<file path="config.mk">
export PLATFORM = sky130hd
export DESIGN_NAME = addsub_serial_param_flat
export DESIGN_NICKNAME = d
export VERILOG_FILES = /design/src/rtl/addsub_serial_param_if.sv /design/src/rtl/addsub_serial_param.sv /design/src/flat_wrapper.sv
export SDC_FILE = /design/constraint.sdc
export NUM_CORES = 1
export LEC_CHECK = 0
export ABC_AREA = 0
export BUFFER_PORTS_ARGS = -buffer_cell sky130_fd_sc_hd__buf_2
export CORE_ASPECT_RATIO = 1.5
export CORE_UTILIZATION = 55
export DETAILED_ROUTE_END_ITERATION = 8
export PLACE_DENSITY_LB_ADDON = 0.3
export SYNTH_ARGS = -nofsm -noshare
export SYNTH_HDL_FRONTEND = slang
export SYNTH_SLANG_ARGS = --single-unit
</file>
<file path="constraint.sdc">
create_clock -name clk -period 2.28 [get_ports clk]
set_clock_uncertainty 0.15 [all_clocks]
set_input_delay 0.342 -clock clk [delete_from_list [all_inputs] [get_ports clk]]
set_output_delay 0.342 -clock clk [all_outputs]
set_load 0.02 [all_outputs]
</file>
<file path="src/rtl/addsub_serial_param_if.sv">
// Handshake and data bundle for the digit-serial add/sub unit.
// The master drives operands and out_ready; the slave returns the result and flags.
interface addsub_serial_param_if #(
    parameter int WIDTH = 8
);
    logic             in_valid;
    logic             in_ready;
    logic             op;
    logic [WIDTH-1:0] a;
    logic [WIDTH-1:0] b;
    logic             c_in;
    logic             out_valid;
    logic             out_ready;
    logic [WIDTH-1:0] sum;
    logic             c_out;
    logic             ovf;
    logic             zero;

    modport master (
        output in_valid, op, a, b, c_in, out_ready,
        input  in_ready, out_valid, sum, c_out, ovf, zero
    );

    modport slave (
        input  in_valid, op, a, b, c_in, out_ready,
        output in_ready, out_valid, sum, c_out, ovf, zero
    );
endinterface

</file>
<file path="src/rtl/addsub_serial_param.sv">
// Digit-serial signed add/subtract: DIGIT bits per cycle over WIDTH/DIGIT cycles,
// with valid/ready handshake, overflow/zero flags and optional saturation.
module addsub_serial_param #(
    parameter int WIDTH = 8,
    parameter int DIGIT = 2,
    parameter int SAT   = 0
) (
    input  logic                 clk,
    input  logic                 rst,
    addsub_serial_param_if.slave bus
);
    localparam int N     = WIDTH / DIGIT;
    localparam int CNT_W = (N > 1) ? $clog2(N) : 1;

    typedef enum logic [1:0] {
        S_IDLE = 2'd0,
        S_RUN  = 2'd1,
        S_DONE = 2'd2
    } state_t;

    state_t             state_q;
    logic [WIDTH-1:0]   a_q;
    logic [WIDTH-1:0]   b_q;
    logic [WIDTH-1:0]   acc_q;
    logic               carry_q;
    logic               op_q;
    logic               a_sign_q;
    logic [CNT_W-1:0]   cnt_q;
    logic               in_ready_q;
    logic               out_valid_q;
    logic [WIDTH-1:0]   sum_q;
    logic               c_out_q;
    logic               ovf_q;
    logic               zero_q;

    logic [DIGIT-1:0]       digit_d;
    logic                   carry_d;
    logic                   carry_msb_d;
    logic [WIDTH+DIGIT-1:0] acc_cat_d;
    logic [WIDTH+DIGIT-1:0] a_cat_d;
    logic [WIDTH+DIGIT-1:0] b_cat_d;
    logic [WIDTH-1:0]       acc_d;
    logic [WIDTH-1:0]       a_d;
    logic [WIDTH-1:0]       b_d;
    logic [WIDTH-1:0]       final_d;
    logic                   ovf_d;

    // One digit of ripple carry; carry_msb_d is the carry into the top bit of this digit,
    // which on the last digit is the carry into the operand MSB.
    always_comb begin
        carry_d     = carry_q;
        carry_msb_d = carry_q;
        digit_d     = '0;
        for (int i = 0; i < DIGIT; i++) begin
            carry_msb_d = carry_d;
            digit_d[i]  = a_q[i] ^ b_q[i] ^ carry_d;
            carry_d     = (a_q[i] & b_q[i]) | (carry_d & (a_q[i] ^ b_q[i]));
        end
        acc_cat_d = {digit_d, acc_q};
        a_cat_d   = {{DIGIT{1'b0}}, a_q};
        b_cat_d   = {{DIGIT{1'b0}}, b_q};
        acc_d     = acc_cat_d[WIDTH+DIGIT-1 -: WIDTH];
        a_d       = a_cat_d[WIDTH+DIGIT-1 -: WIDTH];
        b_d       = b_cat_d[WIDTH+DIGIT-1 -: WIDTH];
        ovf_d     = carry_d ^ carry_msb_d;
        if ((SAT != 0) && ovf_d) begin
            if (a_sign_q) begin
                final_d = {1'b1, {(WIDTH-1){1'b0}}};
            end else begin
                final_d = {1'b0, {(WIDTH-1){1'b1}}};
            end
        end else begin
            final_d = acc_d;
        end
    end

    // Control FSM with datapath registers and registered outputs.
    always_ff @(posedge clk or posedge rst) begin
        if (rst) begin
            state_q     <= S_IDLE;
            a_q         <= '0;
            b_q         <= '0;
            acc_q       <= '0;
            carry_q     <= 1'b0;
            op_q        <= 1'b0;
            a_sign_q    <= 1'b0;
            cnt_q       <= '0;
            in_ready_q  <= 1'b1;
            out_valid_q <= 1'b0;
            sum_q       <= '0;
            c_out_q     <= 1'b0;
            ovf_q       <= 1'b0;
            zero_q      <= 1'b0;
        end else begin
            case (state_q)
                S_IDLE: begin
                    if (bus.in_valid) begin
                        // Subtraction is a + ~b + ~c_in, so invert b and the seed here.
                        a_q        <= bus.a;
                        b_q        <= bus.op ? ~bus.b : bus.b;
                        carry_q    <= bus.op ? ~bus.c_in : bus.c_in;
                        op_q       <= bus.op;
                        a_sign_q   <= bus.a[WIDTH-1];
                        acc_q      <= '0;
                        cnt_q      <= '0;
                        in_ready_q <= 1'b0;
                        state_q    <= S_RUN;
                    end else begin
                        state_q <= S_IDLE;
                    end
                end
                S_RUN: begin
                    a_q     <= a_d;
                    b_q     <= b_d;
                    carry_q <= carry_d;
                    acc_q   <= acc_d;
                    cnt_q   <= cnt_q + CNT_W'(1);
                    if (cnt_q == CNT_W'(N - 1)) begin
                        sum_q       <= final_d;
                        c_out_q     <= op_q ? ~carry_d : carry_d;
                        ovf_q       <= ovf_d;
                        zero_q      <= (final_d == '0);
                        out_valid_q <= 1'b1;
                        state_q     <= S_DONE;
                    end else begin
                        state_q <= S_RUN;
                    end
                end
                S_DONE: begin
                    if (bus.out_ready) begin
                        out_valid_q <= 1'b0;
                        in_ready_q  <= 1'b1;
                        state_q     <= S_IDLE;
                    end else begin
                        state_q <= S_DONE;
                    end
                end
                default: begin
                    out_valid_q <= 1'b0;
                    in_ready_q  <= 1'b1;
                    state_q     <= S_IDLE;
                end
            endcase
        end
    end

    assign bus.in_ready  = in_ready_q;
    assign bus.out_valid = out_valid_q;
    assign bus.sum       = sum_q;
    assign bus.c_out     = c_out_q;
    assign bus.ovf       = ovf_q;
    assign bus.zero      = zero_q;
endmodule
</file>
<file path="src/flat_wrapper.sv">
// flat-port wrapper written by rule: the top's interface ports become plain ports
module addsub_serial_param_flat 
#(
    parameter int WIDTH = 8,
    parameter int DIGIT = 2,
    parameter int SAT   = 0
)
  (clk, rst, bus_in_valid, bus_op, bus_a, bus_b, bus_c_in, bus_out_ready, bus_in_ready, bus_out_valid, bus_sum, bus_c_out, bus_ovf, bus_zero);
  addsub_serial_param_if #(.WIDTH(WIDTH)) bus_i ();
  input  logic clk;
  input  logic rst;
  input wire logic [$bits(bus_i.in_valid)-1:0] bus_in_valid;
  input wire logic [$bits(bus_i.op)-1:0] bus_op;
  input wire logic [$bits(bus_i.a)-1:0] bus_a;
  input wire logic [$bits(bus_i.b)-1:0] bus_b;
  input wire logic [$bits(bus_i.c_in)-1:0] bus_c_in;
  input wire logic [$bits(bus_i.out_ready)-1:0] bus_out_ready;
  output wire logic [$bits(bus_i.in_ready)-1:0] bus_in_ready;
  output wire logic [$bits(bus_i.out_valid)-1:0] bus_out_valid;
  output wire logic [$bits(bus_i.sum)-1:0] bus_sum;
  output wire logic [$bits(bus_i.c_out)-1:0] bus_c_out;
  output wire logic [$bits(bus_i.ovf)-1:0] bus_ovf;
  output wire logic [$bits(bus_i.zero)-1:0] bus_zero;
  assign bus_i.in_valid = bus_in_valid;
  assign bus_i.op = bus_op;
  assign bus_i.a = bus_a;
  assign bus_i.b = bus_b;
  assign bus_i.c_in = bus_c_in;
  assign bus_i.out_ready = bus_out_ready;
  assign bus_in_ready = bus_i.in_ready;
  assign bus_out_valid = bus_i.out_valid;
  assign bus_sum = bus_i.sum;
  assign bus_c_out = bus_i.c_out;
  assign bus_ovf = bus_i.ovf;
  assign bus_zero = bus_i.zero;
  addsub_serial_param #(.WIDTH(WIDTH), .DIGIT(DIGIT), .SAT(SAT)) u_core (.clk(clk), .rst(rst), .bus(bus_i));
endmodule
</file>
# Word-level counts from Yosys, hierarchy flattened
# Cells that the tools add are included.
dict set report totals {
  regBits 43
  latch_bits 0
  ram_bits 0
  romBits 0
  inputBits 22
  out_inout_bits 13
  wordCells 67
  n_memories 0
}
dict set report classes {
  n_addsub 1
  n_mul 0
  n_div 0
  magnitude_cmp 0
  n_eq_ne 6
  shifts 0
  mux 23
  bitwise 16
  n_reduce_logical 8
}
# operator n
set op_table {}
lappend op_table {{case mux 8 bit (2 select lines)} 3}
lappend op_table {{two-way mux 8 bit} 4}
lappend op_table {{logical NOT 8 bit} 1}
lappend op_table {{two-way mux 1 bit} 8}
lappend op_table {{inverter 8 bit} 1}
lappend op_table {{two-way mux 2 bit} 3}
lappend op_table {{case mux 1 bit (3 select lines)} 2}
lappend op_table {{case mux 2 bit (3 select lines)} 1}
lappend op_table {{AND reduction 2 bit} 3}
lappend op_table {{AND reduction 3 bit} 2}
lappend op_table {{bitwise XOR 1 bit} 5}
lappend op_table {{bitwise AND 1 bit} 4}
lappend op_table {{== test 2 bit (second input constant)} 2}
lappend op_table {{inequality test 2 bit (second input constant)} 2}
lappend op_table {{inverter 1 bit} 4}
lappend op_table {{case mux 2 bit (2 select lines)} 1}
lappend op_table {{adder 2 x 1 -> 2 bit (second input constant)} 1}
lappend op_table {{== test 2 x 1 -> 1 bit (second input constant)} 1}
lappend op_table {{logical NOT 2 bit} 1}
lappend op_table {{inequality test 2 x 1 -> 1 bit (second input constant)} 1}
lappend op_table {{bitwise OR 1 bit} 2}
lappend op_table {{case mux 1 bit (2 select lines)} 1}
lappend op_table {{nonzero test 2 bit} 1}

# Depth between registers and ports, before layout
# Gate-level depths: netlist of run 1.
dict set report depth {
  ltp_word 7
  depth_mapped 6
  mapped_depth_nobuf 5
}

# Worst setup path before layout of run 1
# No wires, ideal clock.
dict set report synth_path {
  path_type {register to register}
  start {reg u_core.carry_q}
  end {reg u_core.ovf_q, in the netlist u_core.bus.ovf}
  setup_time_ps 123
  t_arrival_ps 1514
  required_ps 2007
  path_slack_ps 492
  stages_incl_launch_ff 6
  path_buffers 0
  period_less_slack_ps 1788
  path_cell_list {dfrtp_1 -> inv_1 -> fa_1 -> fa_1 -> xnor2_1 -> o21ai_1}
}
dict set report synth_between {
  elab_chain_cells 5
}
# element line_no
set synth_rtl {}
lappend synth_rtl {{start, declared} addsub_serial_param.sv:25} ;# logic carry_q;
lappend synth_rtl {{start signal, assigned} addsub_serial_param.sv:101} ;# carry_q <= bus.op ? ~bus.c_in : bus.c_in;
lappend synth_rtl {{start signal, assigned} addsub_serial_param.sv:115} ;# carry_q <= carry_d;
lappend synth_rtl {{bitwise AND 1 bit (*)} addsub_serial_param.sv:57} ;# carry_d = (a_q[i] & b_q[i]) | (carry_d & (a_q[i] ^ b_q[i]));
lappend synth_rtl {{bitwise OR 1 bit (*)} addsub_serial_param.sv:57}
lappend synth_rtl {{bitwise AND 1 bit} addsub_serial_param.sv:57}
lappend synth_rtl {{bitwise OR 1 bit} addsub_serial_param.sv:57}
lappend synth_rtl {{bitwise XOR 1 bit (*)} addsub_serial_param.sv:65} ;# ovf_d = carry_d ^ carry_msb_d;
lappend synth_rtl {{end signal, assigned} addsub_serial_param.sv:121} ;# ovf_q <= ovf_d;
lappend synth_rtl {{end, declared} addsub_serial_param.sv:33} ;# logic ovf_q;
# Every way passes the cells marked *; elsewhere a longest branch is shown, timed or not.
# A chain may end at the register's enable or synchronous reset.

# Final worst setup path of run 1
dict set report layout_path {
  start {reg u_core.carry_q}
  end {reg u_core.c_out_q, in the netlist u_core.bus.c_out}
}
dict set report layout_between {
  elab_chain_cells 6
}
# element line_no
set layout_rtl {}
lappend layout_rtl {{bitwise AND 1 bit (*)} addsub_serial_param.sv:57}
lappend layout_rtl {{bitwise OR 1 bit (*)} addsub_serial_param.sv:57}
lappend layout_rtl {{bitwise AND 1 bit (*)} addsub_serial_param.sv:57}
lappend layout_rtl {{bitwise OR 1 bit (*)} addsub_serial_param.sv:57}
lappend layout_rtl {{inverter 1 bit} addsub_serial_param.sv:120} ;# c_out_q <= op_q ? ~carry_d : carry_d;
lappend layout_rtl {{two-way mux 1 bit (*)} addsub_serial_param.sv:120}
lappend layout_rtl {{end signal, assigned} addsub_serial_param.sv:120}
lappend layout_rtl {{end, declared} addsub_serial_param.sv:32} ;# logic c_out_q;
# Marked as above.

==> impl_metrics.env, run 1 <==
export IMPL_first_global_vias=1321
export IMPL_core_area_um2=3383
export IMPL_io_pins=35
export IMPL_cts_resized=0
export IMPL_globalRouteTotalUtil=0.2209
export IMPL_nets=230
export IMPL_port_buffer_count=34
export IMPL_drive_above_1_share=0.2524
export IMPL_setup_viol=0
export IMPL_synth_seq_area_share=0.5314
export IMPL_combPwrFrac=0.403
export IMPL_status="finished clean"
export IMPL_ys_warn_count=0
export IMPL_hp_class="input pin to asynchronous set/reset pin"
export IMPL_cts_root_buffer="clkbuf_8"
export IMPL_final_seq_area_um2=1027
export IMPL_tightest_slew_ns=0.5166
export IMPL_final_min_period_over_clock_period=0.8331
export IMPL_dieWidth_um=50.41
export IMPL_area_growth_pct=13.53
export IMPL_max_cap_violations=0
export IMPL_slowest_stage="fa_1"
export IMPL_syn_instance_count=171
export IMPL_initialDrtViolationCount=46
export IMPL_ir_drop_mv=0.9565
export IMPL_p_per_area_nw_per_um2=1349
export IMPL_p_int_mw=1.810
export IMPL_postCtsSetupRepairBufs=0
export IMPL_overflow=0
export IMPL_cts_sinks=41
export IMPL_gp_congestion=0.7225
export IMPL_dp_hpwl_mm=2.578
export IMPL_diodes=0
export IMPL_multi_input_area_um2=779.5
export IMPL_ant_nets=0
export IMPL_worstPathRequired_ns=2.35
export IMPL_synth_net_count=196
export IMPL_finalSetupTns_ns=0
export IMPL_clock_latency_ns=0.29
export IMPL_dp_cells=240
export IMPL_clk_pin_slew_ns=0.07
export IMPL_hold_buffers=0
export IMPL_grt_max_degree=42
export IMPL_post_route_min_period_ns=1.899
export IMPL_switching_share=0.3883
export IMPL_cp_cell_sequence="inv_1 -> fa_1 -> fa_1 -> xor2_1 -> o21ai_1"
export IMPL_power_total_mw=2.960
export IMPL_synth_seq_cells=41
export IMPL_firstDrtPassIters=4
export IMPL_cts_made_buffers=5
export IMPL_htreeDepth=2
export IMPL_clk_path_buf_depth=2
export IMPL_layoutNonFillerInstCount=248
export IMPL_start_util=0.5714
export IMPL_syn_area_per_cell_um2=11.30
export IMPL_yosys_top_cells_area="dfrtp_1 52%, o21ai_1 4.7%, xor2_1 4.5%"
export IMPL_crit_fanout=3
export IMPL_crit_type="flip-flop to flip-flop"
export IMPL_antenna_found_initial=0
export IMPL_power_switching_mw=1.149
export IMPL_cts_tree="built"
export IMPL_fp_row_count=26
export IMPL_crit_top_cell="fa_1"
export IMPL_slew_headroom=0.6556
export IMPL_dieArea_um2=3761
export IMPL_finalHoldViolations=0
export IMPL_syn_area_um2=1933
export IMPL_die_h_um=74.61
export IMPL_clockPowerShare=0.172
export IMPL_yosysTopAreaCellShare=0.5178
export IMPL_routed_wl_mm=3.666
export IMPL_cp_arrival_ns=1.97
export IMPL_synth_distinct_cells=29
export IMPL_viasPerCell=5.532
export IMPL_vias=1372
export IMPL_slew_viol_final=0
export IMPL_synth_area_leader_cell="dfrtp_1"
export IMPL_start_kind="flip-flop"
export IMPL_drc=0
export IMPL_rsz0062_at_grt="false"
export IMPL_critical_path_max_stage_delay_ns=0.47
export IMPL_endpoint_kind="flip-flop"
export IMPL_power_leakage_nw=1.105
export IMPL_fillers=291
export IMPL_grt_pass1_wl_mm=6.085
export IMPL_seqPwrFrac=0.425
export IMPL_post_drt_wl_per_cell_um=14.78
export IMPL_max_freq_mhz=526.5
==> cells in the mapped netlist, drive strengths merged <==
cell type  count
buf           11
nand4          1
nand2         22
nor4           1
o21ai         22
a21oi          9
mux2           7
nor2b          2
nor2           3
fa             2
o21bai         1
dfrtp         40
nand3b         1
and3b          6
xnor2          1
a221o          1
a22oi          8
ha             1
a22o           7
a222oi         2
nand2b         2
dfstp          1
nor3b          1
inv            9
xor2          10
==> power groups by stage <==
stage | Sequential (mW) | Clock [mW] | Combinational [mW]
global route | 1.30 | 0.550 | 1.33
CTS | 1.26 | 0.522 | 1.21
finish | 1.26 | 0.510 | 1.19
detailed placement | 1.27 | 0 | 1.21
global placement | 1.25 | 0 | 1.17
floorplan | 1.33 | 0 | 0.878
==> critical path, delay by kind of cell (launching register included) <==
family                   cells  cell delay [ns]
AO/OA/AOI/OAI                1             0.12
XOR/XNOR                     1             0.19
buffers and inverters        1             0.07
adder cells (fa/ha/maj)      2             0.93
flip-flops                   1             0.38
==> registers in the layout, summed over array words and instances, names as in the netlist, 2 cells and up <==
signal,cells
u_core.a_q,8
u_core.acc_q,6
u_core.b_q,8
u_core.bus.sum,8
u_core.cnt_q,2
u_core.state_q,2
==> cells in the final DEF (no fill, tap or decap), drive strengths merged, types with 7 or more instances in the layout <==
cell type and instances:
dfrtp 40, nand2 22, a22o 7, xor2 10, a22oi 8, clkbuf 7, a21oi 9, mux2 7
buf 38, inv 9, o21ai 22
==> layer usage <==
layer	track usage	up-vias	routed length, µm
li1	-	661	-
met1	0.2637	672	1461
met2	0.3807	33	2010
met3	0.06061	6	131
met4	0.08333	0	63
met5	0	-	0
==> logic make-up after synthesis <==
logic type               after synthesis  share of synthesized area
AO/OA/AOI/OAI                         50                     0.1683
flip-flops                            41                     0.5314
AND/OR/NAND/NOR                       39                     0.1172
buffers and inverters                 20                    0.06537
XOR/XNOR                              11                    0.04984
multiplexers                           7                    0.04078
adder cells (fa/ha/maj)                3                    0.02718
==> worst paths after layout <==
path | start | to | slack [ns] | cells after the start
min in group clk | bus_a[6] | u_core.a_q[6] | 0.12 | 2
setup reg to reg | u_core.carry_q | u_core.bus.c_out | 0.38 | 5
hold reg to reg | u_core.bus.in_ready | u_core.bus.in_ready | 0.33 | 2
max in group asynchronous | rst | u_core.bus.in_ready | 1.59 | 3
setup / recovery | u_core.carry_q | u_core.bus.c_out | 0.38 | 5
hold / removal | rst | u_core.bus.sum[6] | 0.02 | 3
==> final cells by class <==
cell class                 count  share of cell area
sequential                    41              0.4681
timing repair buffer          38             0.09122
inverter                       9             0.01539
clock inverter                 1            0.002281
multi-input combinational    110              0.3552
tap                           42             0.02395
clock buffer                   7             0.04390
==> stage by stage <==
step,util,cell area [µm²],worst slack (ns),hold WS (ns)
after floorplan,-,1933,0.4922,0.3012
after global placement,0.6187,2093,0.4495,0.3000
after detailed placement,0.6187,2093,0.3974,0.3179
after CTS,0.6487,2195,0.3759,0.03273
after global routing,0.6487,2195,0.2739,0.06289
final,0.6487,2195,0.3806,0.01509
No activity file was read; power rests on OpenSTA's default activity.
==> run 2: changes to the inputs <==
--- a/config.mk
+++ b/config.mk
@@ -8,7 +8,7 @@
 export ABC_AREA = 0
 export BUFFER_PORTS_ARGS = -buffer_cell sky130_fd_sc_hd__buf_2
 export CORE_ASPECT_RATIO = 1.5
-export CORE_UTILIZATION = 55
+export CORE_UTILIZATION = 49
 export DETAILED_ROUTE_END_ITERATION = 8
 export PLACE_DENSITY_LB_ADDON = 0.3
 export SYNTH_ARGS = -nofsm -noshare
==> constraint.sdc (replaced) <==
create_clock -name clk -period 1.7 [get_ports clk]
set_clock_uncertainty 0.15 [all_clocks]
set_input_delay 0.255 -clock clk [delete_from_list [all_inputs] [get_ports clk]]
set_output_delay 0.255 -clock clk [all_outputs]
set_load 0.02 [all_outputs]
==> impl_metrics.env, run 2 (synthesized netlist as in run 1, its figures left out) <==
export IMPL_p_per_area_nw_per_um2=1875
export IMPL_r2r_cells=5
export IMPL_clk_path_buf_depth=2
export IMPL_layoutNonFillerInstCount=262
export IMPL_cts_tree="built"
export IMPL_rsz0062_at_grt="true"
export IMPL_cts_made_buffers=5
export IMPL_dieWidth_um=53.29
export IMPL_clk_pin_slew_ns=0.08
export IMPL_power_leakage_nw=1.181
export IMPL_diodes=0
export IMPL_critPathBufInv=1
export IMPL_power_switching_mw=1.639
export IMPL_combPwrFrac=0.431
export IMPL_placed_cell_area_um2=2180
export IMPL_cts_sinks=41
export IMPL_nets=243
export IMPL_dp_hpwl_mm=2.914
export IMPL_crit_top_cell="fa_2"
export IMPL_cts_root_buffer="clkbuf_8"
export IMPL_routed_wl_mm=4.013
export IMPL_slew_viol_final=0
export IMPL_dp_cells=250
export IMPL_grt_pass1_wl_mm=6.920
export IMPL_setup_ws_ns=-0.09707
export IMPL_setup_viol=3
export IMPL_cp_arrival_ns=1.87
export IMPL_max_freq_mhz=556.5
export IMPL_post_drt_wl_per_cell_um=15.32
export IMPL_seqPwrFrac=0.387
export IMPL_ant_nets=0
export IMPL_antenna_found_initial=0
export IMPL_drive_above_1_share=0.3105
export IMPL_worstPathRequired_ns=1.77
export IMPL_reg2reg_slack_ns=-0.1
export IMPL_max_cap_violations=0
export IMPL_cp_cell_sequence="inv_1 -> fa_2 -> fa_2 -> nand4_1 -> o21ai_1"
export IMPL_slew_headroom=0.6666
export IMPL_crit_fanout=3
export IMPL_fin_area_um2=2340
export IMPL_finalSetupTns_ns=-0.2056
export IMPL_crit_cells=5
export IMPL_vias=1451
export IMPL_firstDrtPassIters=4
export IMPL_dieArea_um2=4206
export IMPL_drc=0
export IMPL_io_pins=35
export IMPL_start_util=0.5202
export IMPL_fp_row_count=27
export IMPL_crit_type="flip-flop to flip-flop"
export IMPL_critical_path_max_stage_delay_ns=0.55
export IMPL_status="finished, violations left"
export IMPL_grt_max_degree=42
export IMPL_final_min_period_over_clock_period=1.057
export IMPL_finalHoldViolations=0
export IMPL_gp_congestion=0.7890
export IMPL_min_path_cells=2
export IMPL_port_buffer_count=34
export IMPL_overflow=0
export IMPL_htreeDepth=2
export IMPL_violations="setup timing"
export IMPL_tightest_slew_ns=0.5002
export IMPL_first_global_vias=1533
export IMPL_start_kind="flip-flop"
export IMPL_die_h_um=78.93
export IMPL_switching_share=0.3735
export IMPL_clockPowerShare=0.182
export IMPL_hp_class="input pin to flip-flop"
export IMPL_layout_commonest_cell="dfrtp_1"
export IMPL_globalRouteTotalUtil=0.2251
export IMPL_hold_ws_ns=0.05408
export IMPL_p_int_mw=2.749
export IMPL_slowest_stage="fa_2"
export IMPL_core_area_um2=3716
export IMPL_area_growth_pct=21.04
export IMPL_endpoint_kind="flip-flop"
export IMPL_ir_drop_mv=1.044
export IMPL_post_route_min_period_ns=1.797
export IMPL_viasPerCell=5.538
export IMPL_most_common_layout_cells="40 x dfrtp_1, 34 x buf_2, 22 x nand2_1"
export IMPL_cp_top_family="adder cells"
export IMPL_clock_latency_ns=0.29
export IMPL_initialDrtViolationCount=51
==> run 2: changes by cell type in the layout (fill, tap and decap cells not counted), sizes merged <==
cell,delta
bufinv,+1
dlygate4sd3,+1
clkinv,-1
buf,+12
==> run 2: metrics by stage <==
step	total power, mW	util	setup slack [ns]
6_report	4.388	0.6296	-0.09707
5_1_grt	4.712	0.6296	-0.1711
4_1_cts	4.363	0.6246	-0.09351
3_5_place_dp	3.529	0.5865	-0.09102
3_3_place_gp	3.425	0.5865	-0.03373
2_1_floorplan	2.970	-	-0.01895
==> run 2: final timing paths <==
path | from | to
min reg2reg | u_core.bus.in_ready | u_core.bus.in_ready
max in group asynchronous | rst | u_core.bus.in_ready
min in group asynchronous | rst | u_core.a_q[1]
min | bus_a[6] | u_core.a_q[6]
max | u_core.b_q[0] | u_core.bus.zero
max reg2reg | u_core.b_q[0] | u_core.bus.zero
==> run 2: area by class of cell <==
cell class	count	area (µm²)
well taps	43	53.80
flip-flops and latches	41	1027
clock inverters	1	30.03
repair buffers	51	312.8
multi-input cells	110	795.8
clock buffers	7	86.33
inverters	9	33.78
fillers	325	1376
==> run 2: metal layers <==
metal | wire (µm) | vias up | GRT usage
li1 | - | 683 | -
met1 | 1518 | 725 | 0.2566
met2 | 2291 | 39 | 0.4025
met3 | 163 | 4 | 0.04023
met4 | 40 | 0 | 0.07895
met5 | 0 | - | 0
==> run 2: repair_timing <==
item / CTS / global route
endpoints found under the hold margin: 40 / 0
setup endpoints to repair: 5 / 6
resized for setup: 1 / 1
buffers inserted: 1 / 2
hold buffers: 1 / 0
pin swaps: 3 / 2
==> run 2: power by group through the flow <==
stage	logic [mW]	registers, mW	clock network [mW]
after detailed placement	1.82	1.71	0
final	1.89	1.70	0.799
after global placement	1.75	1.68	0
after floorplan	1.19	1.78	0
after global routing	2.11	1.75	0.852
after CTS	1.85	1.70	0.815
==> run 3: changes to the inputs <==
--- a/config.mk
+++ b/config.mk
@@ -10,6 +10,7 @@
 export CORE_ASPECT_RATIO = 1.5
 export CORE_UTILIZATION = 49
 export DETAILED_ROUTE_END_ITERATION = 8
+export HOLD_SLACK_MARGIN = 0.12
 export PLACE_DENSITY_LB_ADDON = 0.3
 export SYNTH_ARGS = -nofsm -noshare
 export SYNTH_HDL_FRONTEND = slang
==> impl_metrics.env, run 3 (synthesized netlist as in run 1, its figures left out) <==
export IMPL_status="finished, violations left"
export IMPL_violations="setup timing"
export IMPL_layout_commonest_cell="dfrtp_1"
export IMPL_cts_made_buffers=5
export IMPL_clk_pin_slew_ns=0.08
export IMPL_post_place_ws_ns=-0.09102
export IMPL_utilization=0.6431
export IMPL_power_switching_mw=1.644
export IMPL_core_area_um2=3716
export IMPL_slew_headroom=0.6658
export IMPL_cts_root_buffer="clkbuf_8"
export IMPL_finalSetupTns_ns=-0.2061
export IMPL_ir_drop_mv=1.054
export IMPL_post_drt_wl_per_cell_um=15.22
export IMPL_viasPerCell=5.502
export IMPL_dieWidth_um=53.29
export IMPL_max_cap_violations=0
export IMPL_r2r_start="u_core.b_q[0]"
export IMPL_tightest_slew_ns=0.5013
export IMPL_slew_viol_final=0
export IMPL_most_common_layout_cells="40 x dfrtp_1, 34 x buf_2, 22 x nand2_1"
export IMPL_seqPwrFrac=0.386
export IMPL_vias=1469
export IMPL_grt_max_degree=42
export IMPL_fin_area_um2=2390
export IMPL_layoutNonFillerInstCount=267
export IMPL_p_int_mw=2.756
export IMPL_htreeDepth=2
export IMPL_first_global_vias=1560
export IMPL_endpoint_kind="flip-flop"
export IMPL_dp_hpwl_mm=2.914
export IMPL_cp_arrival_ns=1.87
export IMPL_dp_cells=250
export IMPL_clk_path_buf_depth=2
export IMPL_nets=248
export IMPL_drive_above_1_share=0.3036
export IMPL_routed_wl_mm=4.065
export IMPL_cts_sinks=41
export IMPL_worstPathRequired_ns=1.77
export IMPL_final_min_period_over_clock_period=1.057
export IMPL_start_util=0.5202
export IMPL_antenna_found_initial=0
export IMPL_placed_cell_area_um2=2180
export IMPL_max_freq_mhz=556.4
export IMPL_globalRouteTotalUtil=0.2270
export IMPL_setup_viol=3
export IMPL_switching_share=0.3736
export IMPL_combPwrFrac=0.432
export IMPL_crit_fanout=3
export IMPL_rsz0062_at_grt="true"
export IMPL_clockPowerShare=0.182
export IMPL_port_buffer_count=34
export IMPL_overflow=0
export IMPL_setup_ws_ns=-0.09725
export IMPL_reg2reg_slack_ns=-0.1
export IMPL_die_h_um=78.93
export IMPL_initialDrtViolationCount=60
export IMPL_power_total_mw=4.400
export IMPL_fp_row_count=27
export IMPL_finalHoldViolations=0
export IMPL_crit_type="flip-flop to flip-flop"
export IMPL_r2r_cells=5
export IMPL_post_route_min_period_ns=1.797
export IMPL_drc=0
export IMPL_start_kind="flip-flop"
export IMPL_power_leakage_nw=1.202
export IMPL_p_per_area_nw_per_um2=1841
export IMPL_critPathCapture="u_core.bus.zero"
export IMPL_io_pins=35
export IMPL_hold_ws_ns=0.1841
export IMPL_diodes=0
export IMPL_area_growth_pct=23.62
export IMPL_fillers=319
export IMPL_firstDrtPassIters=4
export IMPL_ant_nets=0
export IMPL_gp_congestion=0.7890
export IMPL_clock_latency_ns=0.29
export IMPL_grt_pass1_wl_mm=6.989
export IMPL_r2r_end="u_core.bus.zero"
export IMPL_cts_tree="built"
export IMPL_cp_startpoint="u_core.b_q[0]"
export IMPL_hp_class="input pin to flip-flop"
export IMPL_dieArea_um2=4206
-- run 3: cell count changes in the layout (fill, tap and decap cells not counted), sizes merged --
| cell | before | now |
|---|---|---|
| dlygate4sd3 | 1 | 6 |
-- run 3: cell type report --
class,instances,area [µm²],share of cell area
Timing Repair Buffer,56,362.8,0.1518
Sequential cell,41,1027,0.4298
Tap cell,43,53.80,0.02251
Multi-Input combinational cell,110,795.8,0.3330
Clock buffer,7,86.33,0.03613
Inverter,9,33.78,0.01414
Clock inverter,1,30.03,0.01257
-- run 3: worst min path at each step --
stage / from / cells past startpoint / endpoint
floorplan: bus_a[6] / 1 / u_core.a_q[6]
global placement: rst / 3 / u_core.a_q[1]
detailed placement: rst / 3 / u_core.a_q[1]
CTS: bus_b[3] / 4 / u_core.b_q[3]
global route: bus_b[2] / 4 / u_core.b_q[2]
finish: bus_b[3] / 4 / u_core.b_q[3]
-- run 3: repair_timing --
item,in CTS,in global routing
resized for setup,1,1
endpoints found under the setup margin,5,6
hold endpoints to repair,46,0
pin swaps,3,2
buffers inserted,1,2
hold buffers,6,0
-- run 3: power by group through the flow --
stage / Clock [mW] / Combinational (mW) / Sequential (mW)
2_1_floorplan: 0 / 1.19 / 1.78
3_3_place_gp: 0 / 1.75 / 1.68
3_5_place_dp: 0 / 1.82 / 1.71
4_1_cts: 0.815 / 1.86 / 1.70
5_1_grt: 0.852 / 2.12 / 1.75
6_report: 0.800 / 1.90 / 1.70
-- run 3: critical path: stages (launching register included) --
cell and delay (ns):
dfrtp_1 0.36, inv_1 0.07, fa_2 0.38, fa_2 0.55, nand4_1 0.08, o21ai_1 0.12
-- run 3: metal layers --
| layer | track usage | routed length [µm] | vias up |
|---|---|---|---|
| met3 | 0.04023 | 160 | 4 |
| met5 | 0 | 0 | - |
| met4 | 0.07895 | 40 | 0 |
| met2 | 0.4088 | 2311 | 39 |
| li1 | - | - | 695 |
| met1 | 0.2566 | 1552 | 731 |
